$ cat config.mk
export PLATFORM = sky130hd
export DESIGN_NAME = restoring_divider_seq
export DESIGN_NICKNAME = d
export VERILOG_FILES = /design/src/rtl/divider_pkg.sv /design/src/rtl/restoring_div_step.sv /design/src/rtl/restoring_divider_seq.sv
export SDC_FILE = /design/constraint.sdc
export NUM_CORES = 1
export LEC_CHECK = 0
export CAP_MARGIN = 20
export CORE_MARGIN = 2
export CORE_UTILIZATION = 45
export DETAILED_ROUTE_END_ITERATION = 8
export GPL_ROUTABILITY_DRIVEN = 0
export PLACE_DENSITY = 0.67
export SYNTH_ARGS = -nofsm -noshare
export SYNTH_HDL_FRONTEND = slang
export SYNTH_HIERARCHICAL = 1
export SYNTH_SLANG_ARGS = --single-unit
$ cat constraint.sdc
create_clock -name clk -period 3.4 [get_ports clk]
set_input_delay 0.68 -clock clk [delete_from_list [all_inputs] [get_ports clk]]
set_output_delay 0.68 -clock clk [all_outputs]
set_load 0.02 [all_outputs]
$ cat src/rtl/divider_pkg.sv
// Shared types and sizing helpers for the divider and multiplier blocks.
package divider_pkg;

    localparam int unsigned DEFAULT_DATA_WIDTH = 16;

    typedef enum logic [1:0] {
        IDLE = 2'd0,
        BUSY = 2'd1,
        DONE = 2'd2
    } div_state_t;

    // Width of a counter that walks 0 .. w-1 (at least one bit).
    function automatic int unsigned cnt_width(input int unsigned w);
        return (w <= 1) ? 1 : $clog2(w);
    endfunction

endpackage

$ cat src/rtl/restoring_div_step.sv
// One radix-2 restoring step: trial-subtract the divisor from the shifted
// partial remainder and shift the resulting quotient bit into Q.
module restoring_div_step
    import divider_pkg::*;
#(
    parameter int unsigned DATA_WIDTH = DEFAULT_DATA_WIDTH
) (
    input  logic [DATA_WIDTH:0]   p_i,
    input  logic [DATA_WIDTH-1:0] q_i,
    input  logic [DATA_WIDTH-1:0] d_i,
    output logic [DATA_WIDTH:0]   p_o,
    output logic [DATA_WIDTH-1:0] q_o
);

    localparam int unsigned TW = DATA_WIDTH + 2;

    logic [TW-1:0] trial;
    logic          neg;

    // Trial difference; its sign bit decides restore versus keep.
    always_comb begin
        trial = {p_i, q_i[DATA_WIDTH-1]} - {2'b00, d_i};
        neg   = trial[TW-1];
        p_o   = neg ? {p_i[DATA_WIDTH-1:0], q_i[DATA_WIDTH-1]} : trial[DATA_WIDTH:0];
        q_o   = {q_i[DATA_WIDTH-2:0], ~neg};
    end

endmodule

$ cat src/rtl/restoring_divider_seq.sv
// Sequential radix-2 restoring unsigned divider, one quotient bit per clock,
// valid/ready on both sides. Define DIV_REMAINDER_OUT_EN to expose the
// remainder port; without it the quotient path and timing are unchanged.
module restoring_divider_seq
    import divider_pkg::*;
#(
    parameter int unsigned DATA_WIDTH = DEFAULT_DATA_WIDTH
) (
    input  logic                  clk,
    input  logic                  reset,
    input  logic                  in_valid,
    output logic                  in_ready,
    input  logic [DATA_WIDTH-1:0] dividend,
    input  logic [DATA_WIDTH-1:0] divisor,
    output logic                  out_valid,
    input  logic                  out_ready,
    output logic [DATA_WIDTH-1:0] quotient,
`ifdef DIV_REMAINDER_OUT_EN
    output logic [DATA_WIDTH-1:0] remainder,
`endif
    output logic                  div_by_zero
);

    localparam int unsigned   CW       = cnt_width(DATA_WIDTH);
    localparam logic [CW-1:0] LAST_CNT = CW'(DATA_WIDTH - 1);

    div_state_t            state_q, state_d;
    logic [CW-1:0]         cnt_q, cnt_d;
    logic [DATA_WIDTH:0]   p_q, p_d;
    logic [DATA_WIDTH-1:0] q_q, q_d;
    logic [DATA_WIDTH-1:0] d_q, d_d;
    logic [DATA_WIDTH-1:0] quot_q, quot_d;
`ifdef DIV_REMAINDER_OUT_EN
    logic [DATA_WIDTH-1:0] rem_q, rem_d;
`endif
    logic                  dbz_q, dbz_d;
    logic                  in_ready_q, in_ready_d;
    logic                  out_valid_q, out_valid_d;

    logic [DATA_WIDTH:0]   step_p_c;
    logic [DATA_WIDTH-1:0] step_q_c;
    logic                  accept_c;
    logic                  handoff_c;

    restoring_div_step #(
        .DATA_WIDTH (DATA_WIDTH)
    ) u_step (
        .p_i (p_q),
        .q_i (q_q),
        .d_i (d_q),
        .p_o (step_p_c),
        .q_o (step_q_c)
    );

    assign accept_c  = in_valid && in_ready_q && (state_q == IDLE);
    assign handoff_c = out_valid_q && out_ready;

    // Next-state, datapath and registered-handshake computation.
    always_comb begin
        state_d  = state_q;
        cnt_d    = cnt_q;
        p_d      = p_q;
        q_d      = q_q;
        d_d      = d_q;
        quot_d   = quot_q;
`ifdef DIV_REMAINDER_OUT_EN
        rem_d    = rem_q;
`endif
        dbz_d    = dbz_q;

        case (state_q)
            IDLE: begin
                if (accept_c) begin
                    p_d   = '0;
                    q_d   = dividend;
                    d_d   = divisor;
                    cnt_d = '0;
                    dbz_d = 1'b0;
                    if (divisor == '0) begin
                        // Zero divisor skips iteration and reports a saturated quotient.
                        state_d = DONE;
                        quot_d  = '1;
`ifdef DIV_REMAINDER_OUT_EN
                        rem_d   = dividend;
`endif
                        dbz_d   = 1'b1;
                    end else begin
                        state_d = BUSY;
                    end
                end
            end
            BUSY: begin
                p_d   = step_p_c;
                q_d   = step_q_c;
                cnt_d = cnt_q + CW'(1);
                if (cnt_q == LAST_CNT) begin
                    state_d = DONE;
                    cnt_d   = '0;
                    quot_d  = step_q_c;
`ifdef DIV_REMAINDER_OUT_EN
                    rem_d   = step_p_c[DATA_WIDTH-1:0];
`endif
                end
            end
            DONE: begin
                if (handoff_c) begin
                    state_d = IDLE;
                end
            end
            default: begin
                state_d = IDLE;
            end
        endcase

        // in_ready follows the state being entered, so a handoff cycle never accepts.
        in_ready_d  = (state_d == IDLE);
        out_valid_d = (state_q == DONE) && !handoff_c;
    end

    // State and datapath registers; reset discards any operation in flight.
    always_ff @(posedge clk or posedge reset) begin
        if (reset) begin
            state_q     <= IDLE;
            cnt_q       <= '0;
            p_q         <= '0;
            q_q         <= '0;
            d_q         <= '0;
            quot_q      <= '0;
`ifdef DIV_REMAINDER_OUT_EN
            rem_q       <= '0;
`endif
            dbz_q       <= 1'b0;
            in_ready_q  <= 1'b0;
            out_valid_q <= 1'b0;
        end else begin
            state_q     <= state_d;
            cnt_q       <= cnt_d;
            p_q         <= p_d;
            q_q         <= q_d;
            d_q         <= d_d;
            quot_q      <= quot_d;
`ifdef DIV_REMAINDER_OUT_EN
            rem_q       <= rem_d;
`endif
            dbz_q       <= dbz_d;
            in_ready_q  <= in_ready_d;
            out_valid_q <= out_valid_d;
        end
    end

    assign in_ready    = in_ready_q;
    assign out_valid   = out_valid_q;
    assign quotient    = quot_q;
`ifdef DIV_REMAINDER_OUT_EN
    assign remainder   = rem_q;
`endif
    assign div_by_zero = dbz_q;

endmodule

==> flow_summary.json, run 1 <==
{
  "regArea_mm2": 0.00185,
  "setup_ws_ns": 0.277,
  "powerDensity_mw_per_mm2": 1240,
  "start_util": 0.462,
  "drv_slew": 0,
  "busiest_layer": "met2",
  "dieArea_mm2": 0.0103,
  "grt_max_degree": 50,
  "worst_setup_hold_path_clk_slew_ns": 0.09,
  "tns_ns": 0,
  "endpoint": "p_q[12]",
  "wl_um": 9270,
  "use_met2": 0.323,
  "fill_cells": 851,
  "startpoint_type": "flop",
  "port_buffers": 54,
  "worst_slew_margin_rel": 0.400,
  "syn-num-nets": 495,
  "synth_flop_cell": "dfrtp_1",
  "synthAdderAreaFrac": 0.0545,
  "rr_endpoint": "p_q[12]",
  "cts_hold_buf": 0,
  "min_path_type": "flop to flop",
  "placed_area_mm2": 0.00477,
  "fmax_mhz": 320,
  "avgRoutedWirePerCell_um": 15.3,
  "drc": 0,
  "crit_fanout": 11,
  "diodes": 0,
  "dp_hpwl_um": 6460,
  "synth_common_cells": "nand2_1, dfrtp_1, nor2_1",
  "netlist.top_cell.by_area": "dfrtp_1",
  "synthCells": 441,
  "ys_ff_latch": 74,
  "rsz0062_at_grt": "no",
  "grt_first_pass_wirelength_um": 15800,
  "dr.pass1.iters": 4,
  "synthSimpleGateAreaFrac": 0.158,
  "row_count": 35,
  "fin_nets": 527,
  "leakage_uw": 0.00215,
  "synth.most_common_cell": "nand2_1",
  "synthMuxAreaShare": 0.0469,
  "cts_made_buffers": 9,
  "clock_latency_ns": 0.36,
  "required_ns": 3.65,
  "synth-edff-count": 0,
  "timing.hold.ws_ns": 0.481,
  "antenna_found_initial": 0,
  "finalCritPeriodShare": 0.919,
  "place_ws_ns": 0.302,
  "clkSinkCount": 74,
  "syn_avg_cell_area_um2": 9.67,
  "synth_area_mm2": 0.00427,
  "synth_compound_area_frac": 0.184,
  "ys_types": 53,
  "synthArstFlopShare": 1.00,
  "grt_usage": 0.195,
  "cts_max_level": 3,
  "crit_path_start": "p_q[11]",
  "end_kind": "flop",
  "ys_seq_area_frac": 0.434,
  "via_per_inst": 5.38,
  "die_w_um": 101,
  "r2r_start": "p_q[11]",
  "multi_input_area_mm2": 0.00207,
  "drive_gt1_frac": 0.138,
  "period_minus_slack_ns": 3.12,
  "fin_skew_ns": 0.0120,
  "synth.area.top_cells": "dfrtp_1, nand2_1, ha_1, o32a_2, a22o_1",
  "cts-root-buf": "clkbuf_8",
  "cp.arrival_ns": 3.37,
  "drt-initial-drc-count": 150,
  "ios": 55,
  "hold_viol_final": 0,
  "status": "complete, no violations",
  "cts_setup_buffers": 0,
  "synth_xor_area_frac": 0.0393,
  "grt_util_met1": 0.259,
  "grt_pass1_vias": 3314,
  "tightest_slew_ns": 0.895,
  "path_class": "flop to flop",
  "cts.path.max_buffers": 2,
  "synth_top_family_by_area": "compound AO/OA/AOI/OAI gates",
  "cts_tree": "done",
  "worst-r2r-cell-count": 9,
  "grt_overflow": 0,
  "setup_viol": 0,
  "core_mm2": 0.00924,
  "die_height_um": 101,
  "ant_nets": 0,
  "syn2layout_area_growth_pct": 16.4,
  "cts_resized": 0,
  "ir_drop_uv": 404,
  "yosysTopAreaCellShare": 0.434,
  "r2r_slack_ns": 0.28,
  "grt_util_met3": 0.0283,
  "synth_warnings": 6,
  "cap_violations": 0,
  "vias": 3265,
  "fin_area_mm2": 0.00497
}
==> registers in the layout, indices dropped and copies added, names as in the netlist <==
register     flops
p_q             17
d_q             16
q_q             16
quotient        16
cnt_q            4
state_q          2
div_by_zero      1
in_ready         1
out_valid        1
==> routing by layer <==
| metal | vias to the layer above | share of wire |
|---|---|---|
| met1 | 1582 | 0.46 |
| li1 | 1601 | - |
| met3 | 11 | 0.032 |
| met5 | - | 0 |
| met4 | 0 | 0.018 |
| met2 | 71 | 0.49 |
==> per-stage QoR <==
step                      power [uW]  instances   util
after floorplan                 4860        441      -
after global placement          5340        591  0.516
after detailed placement        5420        591  0.516
after CTS                       6160        607  0.538
after global routing            6670        607  0.538
final                           6140        607  0.538
==> layout by cell type (no fill, tap or decap), drive strengths merged, types with 2 or more instances in the layout <==
cell type,count
inv,22
buf,7
o21ai,13
mux2,14
nor2,25
and3,2
a211oi,3
ha,17
xnor2,11
nand3,7
o32a,16
nor2b,2
a31oi,19
a21oi,20
mux2i,2
clkdlybuf4s50,54
a22o,18
o2111ai,2
o211ai,3
clkbuf,10
dfrtp,74
nor4,4
nand2b,4
nand4,3
clkinvlp,2
nand2,102
xor2,6
==> report_power, final <==
group / switching, uW / internal (uW)
clock network: 363 / 347
registers: 296 / 1300
logic: 1920 / 1920
total: 2580 / 3560
==> final cells by class <==
class                      count  share of cell area
clock inverter                 6              0.0144
timing repair buffer          61               0.124
clock buffer                  10              0.0257
sequential                    74               0.373
tap                          129              0.0325
inverter                      19              0.0144
multi-input combinational    308               0.416
==> kinds of logic (layout without fill, tap and decap cells) <==
group / Yosys count / in the layout
buffers and inverters: 59 / 96
multiplexers: 16 / 16
adder cells (fa/ha/maj): 18 / 18
AND/OR/NAND/NOR: 155 / 155
flip-flops: 74 / 74
AO/OA/AOI/OAI: 102 / 102
XOR/XNOR: 17 / 17
==> worst max-delay path, stage by stage, from the launching register on <==
cell,delay [ns]
dfrtp_1,0.41
ha_1,0.43
nand4_1,0.20
or4_1,0.46
a31oi_2,0.22
nor3_4,0.08
xnor2_4,0.39
buf_4,0.29
mux2_4,0.31
a22o_1,0.21
==> worst min-delay path by stage <==
| stage | end | cells after the start | from |
|---|---|---|---|
| floorplan | d_q[10] | 2 | d_q[10] |
| global placement | d_q[13] | 2 | d_q[13] |
| detailed placement | d_q[12] | 2 | d_q[12] |
| CTS | d_q[12] | 2 | d_q[12] |
| global route | d_q[12] | 2 | d_q[12] |
| finish | d_q[3] | 2 | d_q[3] |
Note: power is estimated with default switching activity, not from simulation.
==> inputs of run 2 (changes only) <==
--- a/config.mk
+++ b/config.mk
@@ -6,11 +6,14 @@
 export NUM_CORES = 1
 export LEC_CHECK = 0
 export CAP_MARGIN = 20
+export CELL_PAD_IN_SITES_DETAIL_PLACEMENT = 1
+export CELL_PAD_IN_SITES_GLOBAL_PLACEMENT = 2
 export CORE_MARGIN = 2
-export CORE_UTILIZATION = 45
+export CORE_UTILIZATION = 35
 export DETAILED_ROUTE_END_ITERATION = 8
 export GPL_ROUTABILITY_DRIVEN = 0
-export PLACE_DENSITY = 0.67
+export PLACE_DENSITY_LB_ADDON = 0.1
+export REMOVE_ABC_BUFFERS = 1
 export SYNTH_ARGS = -nofsm -noshare
 export SYNTH_HDL_FRONTEND = slang
 export SYNTH_HIERARCHICAL = 1
==> run 2 against run 1 <==
Net effect: core utilization shrank 11 points; combinational power up 5%; non-clock buffer count rose by 7; sequential power barely moved; first-iteration DRC count down 35%; worst setup slack got worse by 0.0024 ns; clock power increased by 32%; maximum frequency is essentially flat; wire length grew 19%; clock skew decreased by 0.0053 ns; flip-flop and latch count is the same; via count increased by 1.7%; largest cell class unchanged.
==> flow_summary.json, run 2 (synthesis results as in run 1) <==
{
  "dp_hpwl_um": 7680,
  "powerDensity_mw_per_mm2": 1280,
  "dieArea_mm2": 0.0131,
  "grt_overflow": 0,
  "syn2layout_area_growth_pct": 19.7,
  "cts_tree": "done",
  "grt_max_degree": 39,
  "cts_setup_buffers": 0,
  "leakage_uw": 0.00222,
  "cts-root-buf": "clkbuf_16",
  "place_inst": 616,
  "r2r_start": "p_q[11]",
  "worstHoldPathCells": 2,
  "drv_slew": 0,
  "ir_drop_uv": 316,
  "avgRoutedWirePerCell_um": 17.5,
  "status": "complete, no violations",
  "fin_skew_ns": 0.00670,
  "core_mm2": 0.0120,
  "hold_viol_final": 0,
  "antenna_found_initial": 0,
  "grt_first_pass_wirelength_um": 18800,
  "startpoint_type": "flop",
  "total_power_uw": 6560,
  "start_util": 0.357,
  "r2r_slack_ns": 0.27,
  "end_kind": "flop",
  "min_path_type": "flop to flop",
  "tns_ns": 0,
  "cts_hold_buf": 0,
  "worst_setup_hold_path_clk_slew_ns": 0.06,
  "grt_pass1_vias": 3620,
  "vias": 3319,
  "ant_nets": 0,
  "finalCritPeriodShare": 0.919,
  "die_height_um": 114,
  "clock_latency_ns": 0.34,
  "crit_fanout": 12,
  "drc": 0,
  "row_count": 40,
  "wl_um": 11000,
  "required_ns": 3.63,
  "rsz0062_at_grt": "no",
  "grt_usage": 0.185,
  "worst-r2r-cell-count": 9,
  "cts_max_level": 3,
  "clkSinkCount": 74,
  "drive_gt1_frac": 0.142,
  "fin_cells": 632,
  "largest_reg_flops": 17,
  "cap_violations": 0,
  "via_per_inst": 5.25,
  "period_minus_slack_ns": 3.13,
  "cts_made_buffers": 9,
  "diodes": 0,
  "cp.arrival_ns": 3.35,
  "fill_cells": 1355,
  "rr_endpoint": "p_q[13]",
  "cts.path.max_buffers": 2,
  "cts_resized": 0,
  "fmax_mhz": 320,
  "die_w_um": 114,
  "setup_viol": 0,
  "worst_slew_margin_rel": 0.426,
  "port_buffers": 54,
  "hold_end": "d_q[5]",
  "path_class": "flop to flop",
  "tightest_slew_ns": 0.861,
  "mostFrequentLayoutCells": "nand2_1, dfrtp_1, clkdlybuf4s50_1",
  "regMostFlops": "p_q",
  "ios": 55,
  "min_from": "d_q[5]",
  "layout_commonest_cell": "nand2_1",
  "fin_nets": 534,
  "drt-initial-drc-count": 97,
  "dr.pass1.iters": 4
}
==> run 2: cell count changes in the layout (fill, tap and decap cells not counted), sizes merged <==
cell / change
clkbuf: +3
clkinv: +2
clkinvlp: -2
buf: +7
inv: -3
==> run 2: worst max-delay path: stages (launching register included) <==
cell     delay (ns)
dfrtp_1        0.40
ha_1           0.45
nand4_1        0.20
or4_1          0.46
a31oi_2        0.22
nor3_4         0.08
xnor2_4        0.43
buf_4          0.26
mux2_4         0.31
a22o_1         0.20
==> run 2: final cells by class <==
type,instances,area [um2],share of cell area
multi-input cells,308,2060,0.404
flip-flops and latches,74,1850,0.362
repair buffers,68,658,0.129
clock buffers,13,240,0.0470
well taps,147,184,0.0360
inverters,19,71.3,0.0140
clock inverters,3,40.0,0.00784
==> run 2: how the worst max path moves through the flow <==
stage	from	end	slack, ns	cells past startpoint
after floorplan	p_q[9]	p_q[2]	0.57	8
after detailed placement	p_q[11]	p_q[12]	0.29	9
after global routing	d_q[12]	p_q[12]	0.06	10
after global placement	p_q[11]	p_q[11]	0.36	9
after CTS	p_q[11]	p_q[13]	0.29	9
final	p_q[11]	p_q[13]	0.27	9
==> run 2: power breakdown <==
part,total (uW),switching [uW],internal (uW)
clock,941,374,567
combinational,4020,2040,1980
sequential,1600,301,1300
total,6560,2710,3850
==> run 2: through the flow <==
stage	worst slack, ns	area, um2	hold WS, ns	utilization
6_report	0.274	5110	0.476	0.427
3_3_place_gp	0.360	4830	0.464	0.404
2_1_floorplan	0.572	3990	0.446	-
5_1_grt	0.0642	5110	0.510	0.427
4_1_cts	0.285	5110	0.482	0.427
3_5_place_dp	0.289	4830	0.469	0.404
==> run 2: layer usage <==
layer	wire length [um]	share of wire	vias up	GRT usage
met4	264	0.024	0	0.0854
met5	0	0	-	0
met3	316	0.029	17	0.0328
met2	5210	0.47	49	0.298
met1	5240	0.48	1642	0.243
li1	-	-	1611	-
